<file path="src/rtl/fuel_meter.sv">
// rtl/fuel_meter.sv - fuel pump meter: times the pump, counts liters, reports a saturating cost
// Optional early-abort input `stop` is built only when FUEL_STOP_EN is defined.
module fuel_meter #(
  parameter int unsigned TICKS_PER_LITER = 4
) (
  input  logic       clk,
  input  logic       reset,
  input  logic       req,
  input  logic [1:0] fuel_type,
  input  logic [3:0] liters_req,
  input  logic       disp_done,
`ifdef FUEL_STOP_EN
  input  logic       stop,
`endif
  output logic       pump_on,
  output logic [3:0] liters_out,
  output logic [7:0] final_cost,
  output logic       start,
  output logic       busy
);

  typedef enum logic [1:0] {IDLE, DISPENSE, REPORT, WAIT_DONE} state_t;

  localparam logic [7:0] TICK_LAST = 8'(TICKS_PER_LITER - 1);
  localparam logic [7:0] COST_MAX  = 8'd99;

  state_t      state_q;
  logic [7:0]  tick_q;
  logic [3:0]  liters_q;
  logic [3:0]  lreq_q;
  logic [2:0]  price_q;
  logic [6:0]  acc_q;
  logic [7:0]  final_cost_q;
  logic        pump_on_q;
  logic        start_q;
  logic        busy_q;

  logic        stop_w;
  logic        liter_done;
  logic [3:0]  liters_d;
  logic [7:0]  sum_w;
  logic [6:0]  acc_d;

`ifdef FUEL_STOP_EN
  assign stop_w = stop;
`else
  assign stop_w = 1'b0;
`endif

  function automatic logic [2:0] price_of(input logic [1:0] grade);
    case (grade)
      2'd0:    price_of = 3'd3;
      2'd1:    price_of = 3'd4;
      2'd2:    price_of = 3'd5;
      default: price_of = 3'd7;
    endcase
  endfunction

  // Accumulator clamps at 99 so the two-digit display never wraps.
  always_comb begin
    liter_done = (tick_q == TICK_LAST);
    liters_d   = liters_q + 4'd1;
    sum_w      = {1'b0, acc_q} + {5'd0, price_q};
    acc_d      = (sum_w > COST_MAX) ? COST_MAX[6:0] : sum_w[6:0];
  end

  always_ff @(posedge clk) begin
    if (reset) begin
      state_q      <= IDLE;
      tick_q       <= '0;
      liters_q     <= '0;
      lreq_q       <= '0;
      price_q      <= '0;
      acc_q        <= '0;
      final_cost_q <= '0;
      pump_on_q    <= 1'b0;
      start_q      <= 1'b0;
      busy_q       <= 1'b0;
    end else begin
      case (state_q)
        IDLE: begin
          if (req && (liters_req != 4'd0)) begin
            lreq_q    <= liters_req;
            price_q   <= price_of(fuel_type);
            liters_q  <= '0;
            acc_q     <= '0;
            tick_q    <= '0;
            pump_on_q <= 1'b1;
            busy_q    <= 1'b1;
            state_q   <= DISPENSE;
          end
        end
        DISPENSE: begin
          if (liter_done) begin
            tick_q   <= '0;
            liters_q <= liters_d;
            acc_q    <= acc_d;
          end else begin
            tick_q <= tick_q + 8'd1;
          end
          // A stop landing on a completion tick still charges that liter.
          if ((liter_done && (liters_d == lreq_q)) || stop_w) begin
            final_cost_q <= {1'b0, (liter_done ? acc_d : acc_q)};
            tick_q       <= '0;
            pump_on_q    <= 1'b0;
            start_q      <= 1'b1;
            state_q      <= REPORT;
          end
        end
        REPORT: begin
          start_q <= 1'b0;
          state_q <= WAIT_DONE;
        end
        WAIT_DONE: begin
          if (disp_done) begin
            busy_q  <= 1'b0;
            state_q <= IDLE;
          end
        end
        default: state_q <= IDLE;
      endcase
    end
  end

  assign pump_on    = pump_on_q;
  assign liters_out = liters_q;
  assign final_cost = final_cost_q;
  assign start      = start_q;
  assign busy       = busy_q;

endmodule

</file>
<file path="config.mk">
export PLATFORM = sky130hd
export DESIGN_NAME = fuel_meter
export DESIGN_NICKNAME = d
export VERILOG_FILES = /design/src/rtl/fuel_meter.sv
export SDC_FILE = /design/constraint.sdc
export NUM_CORES = 1
export LEC_CHECK = 0
export BUFFER_PORTS_ARGS = -buffer_cell sky130_fd_sc_hd__buf_4
export CORE_MARGIN = 2
export CORE_UTILIZATION = 40
export CTS_BUF_LIST = sky130_fd_sc_hd__clkbuf_8
export DETAILED_ROUTE_END_ITERATION = 16
export PLACE_DENSITY_LB_ADDON = 0.25
export SYNTH_ARGS = -nofsm -noshare
export SYNTH_HDL_FRONTEND = slang
export SYNTH_SLANG_ARGS = --single-unit
</file>
<file path="constraint.sdc">
create_clock -name clk -period 2.7 [get_ports clk]
set_input_delay 0.405 -clock clk [delete_from_list [all_inputs] [get_ports clk]]
set_output_delay 0.405 -clock clk [all_outputs]
set_load 0.05 [all_outputs]
</file>
==> results.md, run 1 <==
* Detail Route Antenna Nets at 0
* Crit Path Max Fanout at 10
* Main combinational cell family by area after synthesis: simple AND/OR/NAND/NOR gates
* Clk_lat worst skew at 0.29 ns
* Worst reg2reg path startpoint: tick_q[0]
* Final Setup Violations at 0
* Synth top area share at 0.374
* Mux contribution to synthesized area at 0.0757
* Total grt overflow at 0
* Nets at 283
* Share of post-route cells with drive strength above 1 at 0.169
* Nature of the critical path startpoint: flip-flop
* Leak at 0.941 nW
* Max Freq at ~0.4 GHz
* Worst EP required at 2.87 ns
* Pwr dens at 695 nW/um2
* Period utilisation layout at 0.922
* Crit end category: flip-flop
* Final Max Slew Viols at 0
* # fillers at 506
* Worst slew pin tran at 0.959 ns
* Total power at 0.00166 W
* Detailed-route wire length per cell at 12.8 um
* IO buf count at 23
* DRT Wirelength at between 4 and 5 mm
* Pin count of the biggest net entering global routing at 34
* Clk root buf: clkbuf_8
* Synthesized-area fraction occupied by adder cells at 0.0837
* Total CTS buffers at 5
* Area Overhead vs Synth at 17.6%
* Minimum clock period at 2.49 ns
* Setup TNS at 0 ns
* Num ports at 25
* RSZ-0062 raised after global routing: false
* Max_cap viols at 0
* Ys async rst share at 0
* Initial Util at 0.422
* Multi-input gate area at 1190 um2
* Post-synth EDFFs at 0
* Main synth FF type: dfxtp_1
* Drt drc at 0
* Reg2Reg Depth at 8
* Yosys top cell by area: dfxtp_1
* Post-Synth Simple-Gate Area at 0.206
* Die area at 5670 um2
* Avg Cell Area, Syn at around 8.6 um2
* Critical path class: flip-flop to flip-flop
* First drt pass iteration count at 4
* Die Y at 75.3 um
* Syn. warnings at 0
* Final core utilization at 0.496
* Synth Instances at 235
* Mapped Area at 2030 um2
* Initial drt markers at 158
* Sequential element share of the synthesized area at 0.374
* Compound-Gate Fraction of Synth Area at 0.161
* CTS tree: yes
* DP HPWL at roughly 3.0 mm
* Post-CTS setup buffers at 0
* # diodes at 0
* HP Start: liters_req[1]
* Slew HR at 0.358
* Sink Count at 38
* Vias per cell at between 5 and 6
* XOR/XNOR Fraction of Synth Area at 0.0560
* Initial antenna violation count at 0
* Worst R2R Setup Slack at ~0.21 ns
* Leading post-synthesis cells by cell area: dfxtp_1 37%, ha_1 7.4%, nor2_1 6.8%, mux2i_1 5.9%, a21oi_1 3.4%
* Max clock buf depth at 2
* WHS Path Cells at 3
* Seq cells post-synth at 38
* Seq. cell area at 761 um2
* Worst Skew at 0.00637 ns
* Row count at 25
* Gpl congestion at 0.810
* First-pass GRT wire length at 7.24 mm
* Worst hold endpoint: lreq_q[1]
* Vias after detailed routing at roughly 1700
* Final Hold Fails at 0
* Commonest cells in the netlist: 38 x dfxtp_1, 37 x nor2_1, 18 x nand2_1
* Most frequent cell after synthesis: dfxtp_1
* IR drop worst, VDD at 0.000474 V
* Number of library cell types mapped by synthesis at between 40 and 50
* Vias in the first global route at 1518
* R2R Path End: final_cost[1]
* CORE AREA at 4820 um2
* Total track usage at 0.170
* Outcome: complete, no violations
* Syn nets at approximately 260
* Clk slew on worst S/H paths at 0.08 ns
* Chip width at ~75 um
* Critical Path AT at 2.66 ns
* Htree depth at 2
* Min-delay worst type: input port to flip-flop
==> routing by layer <==
layer / share of wire / track usage
met4: 0.017 / 0.0643
met3: 0.034 / 0.0402
met2: 0.46 / 0.261
met1: 0.49 / 0.234
met5: 0 / 0
==> critical path, stage by stage (launching register included) <==
cell,delay (ns)
dfxtp_1,0.37
ha_1,0.23
or4b_4,0.49
or2_4,0.32
nor4_4,0.36
and2_1,0.22
buf_12,0.14
mux2i_1,0.18
nor2_1,0.05
==> placed cells by master (no fill, tap or decap), drive strengths merged, types with 4 or more instances in the layout <==
master / instances
dfxtp: 38
nor3: 7
ha: 12
nand3: 5
mux2i: 12
a211oi: 6
o21ai: 10
a21oi: 16
nor2: 37
nor4: 4
a22oi: 8
inv: 8
buf: 27
xor2: 8
nand2: 18
xnor2: 5
clkbuf: 5
==> state kept, by name, summed over array words and instances (netlist names) <==
| register | cells |
|---|---|
| price_q | 3 |
| liters_out | 4 |
| lreq_q | 4 |
| tick_q | 8 |
| start | 1 |
| acc_q | 7 |
| state_q | 2 |
| final_cost | 7 |
| busy | 1 |
| pump_on | 1 |
==> through the flow <==
step | setup slack [ns] | instance area (um2) | cells | hold WS (ns)
after floorplan | 0.322 | 2030 | 235 | 0.449
final | 0.210 | 2390 | 328 | 0.360
after CTS | 0.123 | 2390 | 328 | 0.348
after detailed placement | 0.136 | 2280 | 320 | 0.467
after global routing | 0.0660 | 2390 | 328 | 0.367
after global placement | 0.208 | 2280 | 320 | 0.462
==> power breakdown <==
part | internal [W] | leakage, nW | switching, W
Clock | 0.000272 | 0.0579 | 0.000206
Combinational | 0.000179 | 0.575 | 0.000343
Sequential | 0.000616 | 0.308 | 0.0000453
Total | 0.00107 | 0.941 | 0.000594
==> kinds of logic (layout without fill, tap and decap cells) <==
kind of cell | count (synthesis) | after routing
buffers and inverters | 17 | 43
xor gates and xnor gates | 13 | 13
AOI/OAI and AO/OA | 51 | 51
other | 1 | 1
and+or+nand+nor | 87 | 87
adders and majority gates | 13 | 13
muxes | 15 | 15
DFF | 38 | 38
==> timing repair <==
| action | CTS | global route |
|---|---|---|
| gates resized for setup | 0 | 1 |
| setup endpoints to repair | 0 | 4 |
| endpoints found under the hold margin | 0 | 0 |
| hold buffers | 0 | 0 |
==> cell type report <==
type	instances	share of cell area
multi-input combinational	180	0.498
sequential	38	0.318
timing repair buffer	27	0.0901
tap	67	0.0351
clock buffer	5	0.0288
clock inverter	3	0.0168
inverter	8	0.0126
==> worst max path at each step <==
| stage | startpoint | end | depth (start not counted) |
|---|---|---|---|
| finish | tick_q[0] | final_cost[1] | 8 |
| CTS | tick_q[0] | final_cost[1] | 8 |
| global route | tick_q[0] | final_cost[0] | 8 |
| detailed placement | tick_q[0] | final_cost[3] | 8 |
| floorplan | tick_q[0] | acc_q[5] | 8 |
| global placement | tick_q[0] | acc_q[5] | 7 |
(Power assumes the default switching activity.)
==> run 2: changes to the inputs <==
- ABC_AREA: default -> 1
==> run 2 against run 1 <==
  * Combinational power up 18%
  * Worst setup slack better by 0.48 ns
  * Wire length grew 9.2%
  * Largest cell class unchanged
==> results.md, run 2 <==
* Outcome: complete, no violations
* CORE AREA at 5110 um2 (+6.0%)
* Initial antenna violation count at 0 (unchanged)
* CTS tree: yes
* Seq cells post-synth at 38 (unchanged)
* Crit Path Max Fanout at 4 (-6)
* Clk root buf: clkbuf_8
* # fillers at 522 (+3.2%)
* Commonest non-fill, non-tap cells in the layout: 67 x nand2_1, 42 x inv_1, 38 x dfxtp_1, 30 x a21oi_1, 29 x nor2_1
* Worst EP required at 2.93 ns (+0.06 ns)
* Min-delay worst type: input port to flip-flop
* Number of library cell types mapped by synthesis at 33 (-21%)
* Total power at 0.00192 W (+15%)
* IO buf count at 23 (unchanged)
* Main synth FF type: dfxtp_1
* Reg2Reg Depth at 13 (+5)
* Max_cap viols at 0 (unchanged)
* Max FFs per register at 8 (unchanged)
* Vias per cell at 4.83 (-6.5%)
* Initial drt markers at 105 (-34%)
* Gpl congestion at 0.823 (+1.7%)
* # diodes at 0 (unchanged)
* Detail Route Antenna Nets at 0 (unchanged)
* Resized cells post-CTS at 0 (unchanged)
* Sequential element share of the synthesized area at 0.361 (-0.0133)
* Initial Util at 0.413 (-0.00928)
* Synth Instances at 300 (+28%)
* Synth top area share at 0.361 (-0.0133)
* Mapped Area at 2110 um2 (+3.7%)
* Seq. cell area at 761 um2 (unchanged)
* Leading post-synthesis cells by cell area: dfxtp_1 36%, nand2_1 12%, inv_1 7.5%, a21oi_1 7.1%, ha_1 7.1%
* Multi-input gate area at 1150 um2 (-3.0%)
* Ys async rst share at 0 (unchanged)
* Syn nets at 323 (+25%)
* Row count at 26 (+4.0%)
* Detailed-route wire length per cell at 11.6 um (-9.6%)
* Final core utilization at 0.487 (-0.00909)
* Drt drc at 0 (unchanged)
* Minimum clock period at 2.01 ns (-0.479 ns)
* Nature of the critical path startpoint: flip-flop
* First drt pass iteration count at 4 (unchanged)
* Total CTS buffers at 5 (unchanged)
* Pin count of the biggest net entering global routing at 18 (-47%)
* Clk slew on worst S/H paths at 0.08 ns (about the same)
* Share of post-route cells with drive strength above 1 at 0.147 (-0.0213)
* First-pass GRT wire length at 8.23 mm (+14%)
* Total grt overflow at 0 (unchanged)
* Slew HR at 0.554 (+0.195)
* Critical path class: flip-flop to flip-flop
* Die Y at 76.6 um (+1.7%)
* Syn. warnings at 0 (unchanged)
* Post-CTS setup buffers at 0 (unchanged)
* Period utilisation layout at 0.745 (-0.178)
* Hold Buf Count CTS at 0 (unchanged)
* RSZ-0062 raised after global routing: false
* Worst Skew at 0.0114 ns (+0.00504 ns)
* Crit end category: flip-flop
* Nets at 348 (+23%)
* Yosys top cell by area: dfxtp_1
* Commonest cells in the netlist: 67 x nand2_1, 42 x inv_1, 38 x dfxtp_1
* Most frequent cell after synthesis: nand2_1
* Vias after detailed routing at 1913 (+13%)
* Vias in the first global route at 1883 (+24%)
* Max Freq at 0.497 GHz (+24%)
* IR drop worst, VDD at 0.000341 V (-28%)
* Max clock buf depth at 2 (unchanged)
* WHS at 0.380 ns (+0.0196 ns)
* Post-synth EDFFs at 0 (unchanged)
* Chip width at 76.6 um (+1.7%)
* Clk_lat worst skew at 0.30 ns (about the same)
* Num ports at 25 (unchanged)
* Final Max Slew Viols at 0 (unchanged)
* Setup TNS at 0 ns (unchanged)
* WHS Path Cells at 3 (unchanged)
* DRT Wirelength at 4.58 mm (+9.2%)
* Htree depth at 2 (unchanged)
* Sink Count at 38 (unchanged)
* Pwr dens at 771 nW/um2 (+11%)
* Area Overhead vs Synth at 18.1%
* Die area at 5860 um2 (+3.5%)
* DP HPWL at 3.42 mm (+14%)
* Place WS at 0.708 ns (+0.573 ns)
* Critical Path AT at 2.24 ns (-0.42 ns)
* Avg Cell Area, Syn at 7.02 um2 (-19%)
* Commonest non-fill, non-tap cell in the layout: nand2_1
* Final worst slack at 0.689 ns (+0.479 ns)
* Largest Register: tick_q
* Leak at 1.10 nW (+17%)
* Total track usage at 0.172 (+0.00177)
* Final Hold Fails at 0 (unchanged)
* Final Setup Violations at 0 (unchanged)
* Worst slew pin tran at 0.667 ns (-0.292 ns)
run 2: cells by family after synthesis:
logic type	share of synthesized area
AO/OA/AOI/OAI	0.132
XOR/XNOR	0.0208
adder cells (fa/ha/maj)	0.0808
buffers and inverters	0.0909
flip-flops	0.361
other	0.00178
AND/OR/NAND/NOR	0.313
run 2: path summary, 6_finish.rpt:
| path | start | to | slack (ns) |
|---|---|---|---|
| worst min register to register | busy | busy | 0.46 |
| worst max register to register | acc_q[0] | acc_q[2] | 0.69 |
| worst max-delay path | acc_q[0] | acc_q[2] | 0.69 |
| worst min-delay path | liters_req[3] | lreq_q[3] | 0.38 |
run 2: routing by layer:
metal	up-vias	global-route usage	wire length [um]
met5	-	0	0
met4	0	0.0727	86
met3	8	0.0403	178
met2	35	0.278	2070
met1	855	0.220	2250
li1	1015	-	-
run 2: through the flow:
step	instances	instance area [um2]
2_1_floorplan	300	2110
4_1_cts	396	2490
3_3_place_gp	388	2340
6_report	396	2490
5_1_grt	396	2490
3_5_place_dp	388	2340
run 2: layout make-up:
class,count,area share
Inverter,43,0.0649
Clock buffer,6,0.0332
Sequential cell,38,0.306
Timing Repair Buffer,24,0.0724
Multi-Input combinational cell,213,0.464
Tap cell,70,0.0352
Clock inverter,2,0.0241
run 2: power breakdown:
group          internal (W)  leakage, nW  switching [W]
combinational      0.000197        0.719       0.000420
sequential         0.000633        0.309      0.0000587
clock              0.000394       0.0714       0.000213
run 2: worst max-delay path, cell delays in order, from the launching register on:
cell      delay [ns]
dfxtp_1         0.33
ha_1            0.24
fa_1            0.41
nand2_1         0.08
nand2_1         0.09
nand3b_1        0.09
nand2_1         0.08
nor2_1          0.09
nand2_1         0.05
nand2_1         0.10
nand3_1         0.10
nand2_1         0.07
nand2_1         0.04
a21oi_1         0.15
